==> config.mk <==
export PLATFORM = sky130hd
export DESIGN_NAME = generador_secuencia
export DESIGN_NICKNAME = d
export VERILOG_FILES = /design/src/rtl/generador_secuencia.sv
export SDC_FILE = /design/constraint.sdc
export NUM_CORES = 1
export LEC_CHECK = 0
export CAP_MARGIN = 20
export CORE_UTILIZATION = 62
export DETAILED_ROUTE_END_ITERATION = 6
export PLACE_DENSITY = 0.83
export SYNTH_ARGS = -nofsm -noshare
export SYNTH_HDL_FRONTEND = slang
export SYNTH_SLANG_ARGS = --single-unit
==> constraint.sdc <==
create_clock -name clk -period 4.9 [get_ports clk]
set_input_delay 0.735 -clock clk [delete_from_list [all_inputs] [get_ports clk]]
set_output_delay 0.735 -clock clk [all_outputs]
set_load 0.1 [all_outputs]
==> src/rtl/generador_secuencia.sv <==
// Button-started serial pattern transmitter: sends PATTERN MSB first, one bit per
// 2^DIV_BIT clk, with debounced start and optional back-to-back repetition.
module generador_secuencia #(
    parameter int             LEN     = 4,
    parameter logic [LEN-1:0] PATTERN = 4'b1011,
    parameter int             DIV_BIT = 24,
    parameter int             DEB_BIT = 19
) (
    input  logic           clk,
    input  logic           rst_n,
    input  logic           boton,
    input  logic           continuo,
    output logic           serial_out,
    output logic           busy,
    output logic           done,
    output logic [LEN-1:0] ledPasos
);

    localparam int            IW   = (LEN > 1) ? $clog2(LEN) : 1;
    localparam logic [IW-1:0] LAST = IW'(LEN - 1);

    typedef enum logic {IDLE, SEND} state_t;

    logic [DIV_BIT-1:0] cnt_q, cnt_d;
    logic               d1_q, d1_d;
    logic               d2_q, d2_d;
    logic               prev_q, prev_d;
    logic               armed_q, armed_d;
    logic               pend_q, pend_d;
    state_t             state_q, state_d;
    logic [IW-1:0]      idx_q, idx_d;
    logic               serial_q, serial_d;
    logic               busy_q, busy_d;
    logic               done_q, done_d;
    logic [LEN-1:0]     led_q, led_d;

    logic bit_tick;
    logic deb_tick;
    logic btn_db;

    assign bit_tick = &cnt_q;
    assign deb_tick = &cnt_q[DEB_BIT-1:0];
    assign btn_db   = d1_q & d2_q;

    always_comb begin
        cnt_d   = cnt_q + DIV_BIT'(1);
        d1_d    = d1_q;
        d2_d    = d2_q;
        prev_d  = prev_q;
        armed_d = armed_q;
        pend_d  = pend_q;
        state_d = state_q;
        idx_d   = idx_q;
        done_d  = 1'b0;

        // armed only sets once the button is seen released, so a button held
        // through reset cannot start a transmission by itself.
        if (deb_tick) begin
            d1_d   = boton;
            d2_d   = d1_q;
            prev_d = btn_db;
            if (!boton) begin
                armed_d = 1'b1;
            end
            if (btn_db && !prev_q && armed_q && (state_q == IDLE)) begin
                pend_d = 1'b1;
            end
        end

        if (bit_tick) begin
            case (state_q)
                IDLE: begin
                    if (pend_q) begin
                        state_d = SEND;
                        idx_d   = LAST;
                        pend_d  = 1'b0;
                    end
                end
                SEND: begin
                    if (idx_q != '0) begin
                        idx_d = idx_q - IW'(1);
                    end else if (continuo) begin
                        idx_d = LAST;
                    end else begin
                        state_d = IDLE;
                        done_d  = 1'b1;
                    end
                end
                default: state_d = IDLE;
            endcase
        end

        // Outputs are decoded from the next state so they change on the same edge.
        serial_d = (state_d == SEND) ? PATTERN[idx_d] : 1'b0;
        busy_d   = (state_d == SEND);
        led_d    = (state_d == SEND) ? (LEN'(1) << idx_d) : '0;
    end

    always_ff @(posedge clk or negedge rst_n) begin
        if (!rst_n) begin
            cnt_q    <= '0;
            d1_q     <= 1'b0;
            d2_q     <= 1'b0;
            prev_q   <= 1'b0;
            armed_q  <= 1'b0;
            pend_q   <= 1'b0;
            state_q  <= IDLE;
            idx_q    <= '0;
            serial_q <= 1'b0;
            busy_q   <= 1'b0;
            done_q   <= 1'b0;
            led_q    <= '0;
        end else begin
            cnt_q    <= cnt_d;
            d1_q     <= d1_d;
            d2_q     <= d2_d;
            prev_q   <= prev_d;
            armed_q  <= armed_d;
            pend_q   <= pend_d;
            state_q  <= state_d;
            idx_q    <= idx_d;
            serial_q <= serial_d;
            busy_q   <= busy_d;
            done_q   <= done_d;
            led_q    <= led_d;
        end
    end

    assign serial_out = serial_q;
    assign busy       = busy_q;
    assign done       = done_q;
    assign ledPasos   = led_q;

endmodule
==> qor.txt <==
status: completed
max-cap violation count: 0
Mapped Area: 1700 µm²
Clock Root Buffer: clkbuf_4
Avg Inst Size Synth: 11.0 µm²
leakage: 0.887 nW
Critical Path Max Stage Delay: 1210 ps
mean routed wirelength per cell: 15.2 µm
fin cells: 201
unrepaired setup endpoints after global routing: false
period utilisation layout: 0.583
worst-path fanout max: 14
Die Wd: 54.4 µm
Setup crit end kind: output pin
Post-synth ARST share: 1.00
initial antenna violation count: 0
Yosys warning total: 0
pin count of the biggest net entering global routing: 39
syn nets: 160
Clock Sinks: 38
gr usage total: 0.243
Setup Fix Bufs, Post-CTS: 0
Slew Limit Fails: 0
area share of the largest cell type after synthesis: 0.559
final hold vios: 0
Clock Path Buffers: 2
crit path cell chain: clkdlybuf4s50_1
kind of critical path: reg2out
Fin Hold WS: 472 ps
area leader, netlist: dfrtp_1
Core Util, Final: 0.752
I/O Buffers: 10
first-pass GRT wire length: 4960 µm
number of synthesized register bits: 38
setup TNS: 0 ps
Worst path top cell family by delay: buffers and inverters
I/O pin count: 11
H-tree levels: 2
area of the die: 2960 µm²
share of cells above drive strength 1: 0.105
HP Class: reg2reg
Clock Latency Late Sink: 340 ps
n_diodes: 0
EDFF count, synth: 0
worst-margin pin slew: 971 ps
Congestion Overflow GR: 0
most frequent cells in the layout: 38 x dfrtp_1, 16 x nand3_1, 15 x nor2_1, 13 x nand2_1, 12 x xnor2_1
final setup fails: 0
GPL Wtd Cong: 0.767
WL final: 3050 µm
Initial Util: 0.669
Synth Instances: 155
Final #Nets: 175
Routed Antenna Nets: 0
Critical-path top delay cell: clkdlybuf4s50_1
Die Ht: 54.4 µm
CTS tree: done
max_slew headroom: 0.351
FMAX: 350 MHz
WP data required: 4160 ps
Remaining DRCs: 0
DR pass1 iterations: 4
power density over the cells: 276 nW/µm²
CTS clk-pin slew, worst paths: 110 ps
hpwl dp: 2120 µm
Synth area leaders: dfrtp_1 56%, xnor2_1 6.2%, xor2_1 5.7%
CP bufs+invs: 1
core area: 2540 µm²
Placed Cells: 193
number of global-route vias before repair: 1149
Setup Skew: 13.4 ps
WP data arrival: 2120 ps
Post-synth top flop: dfrtp_1
1st-iter DRT viols: 31
worst vdd ir: 0.270 mV
critical path startpoint category: register
Period minus WS final: 2860 ps
synth unique cells: 35
P&R area growth vs syn: 12.4%
site row count: 18
CTS Buf Count: 5
post-cts gate resize count: 0
most common cell after layout, fill and taps aside: dfrtp_1
sequential fraction of the synthesis area: 0.559
Vias/cell: 5.96
CTS Hold Bufs: 0
Vias: 1197
==> routing by layer <==
layer	GRT usage	part of all wire	vias to the layer above
li1	-	-	567
met1	0.289	0.44	602
met2	0.421	0.51	21
met3	0.0611	0.028	7
met4	0.0897	0.017	0
met5	0	0	-
==> metrics by stage <==
step	setup slack, ps	area [µm²]	power [W]
floorplan	3240	1700	0.000322
global placement	2440	1840	0.000331
detailed placement	2420	1840	0.000331
CTS	2040	1910	0.000533
global route	1980	1910	0.000543
finish	2040	1910	0.000529
==> cells by family (layout without fill, tap and decap cells) <==
group / count (synthesis) / after routing / synth area share
AOI/OAI and AO/OA: 13 / 13 / 0.0478
DFF: 38 / 38 / 0.559
muxes: 3 / 3 / 0.0191
xor gates and xnor gates: 23 / 23 / 0.118
adders and majority gates: 1 / 1 / 0.00735
and+or+nand+nor: 72 / 72 / 0.238
buffers and inverters: 5 / 21 / 0.0110
==> sequential cells by signal, summed over array words and instances (netlist names) <==
signal,flops
ledPasos,4
d2_q,1
serial_out,1
pend_q,1
d1_q,1
done,1
idx_q,2
busy,1
cnt_q,24
armed_q,1
prev_q,1
==> final timing paths <==
kind / depth (start not counted) / from / to / slack, ps
max: 1 / busy$_DFF_PN0_ / busy / 2040
min: 1 / cnt_q[22]$_DFF_PN0_ / cnt_q[22]$_DFF_PN0_ / 470
max reg2reg: 6 / cnt_q[0]$_DFF_PN0_ / ledPasos[1]$_DFF_PN0_ / 2890
min reg2reg: 1 / cnt_q[22]$_DFF_PN0_ / cnt_q[22]$_DFF_PN0_ / 470
max in group asynchronous: 2 / rst_n / pend_q$_DFF_PN0_ / 3760
min in group asynchronous: 2 / rst_n / serial_out$_DFF_PN0_ / 800
==> where the power goes <==
group          internal, W  switching (W)
Clock             0.000106      0.0000989
Sequential        0.000314    0.000000511
Combinational   0.00000319     0.00000632
==> cells in the mapped netlist (all sizes together), types with 3 or more instances <==
library cell / instances
dfrtp: 38
clkbuf: 3
xnor2: 12
nor2: 15
and4: 4
xor2: 11
a21oi: 4
nand2: 13
nand4: 5
and3: 4
nand3: 16
nor3: 6
==> final cells by class <==
cell class                      count  area, µm²
Tap cell                           30       37.5
Fill cell                         185        632
Clock buffer                        5       37.5
Clock inverter                      3       40.0
Timing Repair Buffer               11        108
Sequential cell                    38        951
Inverter                            2       7.51
Multi-Input combinational cell    112        732
Power figures use the tool's default switching activity.
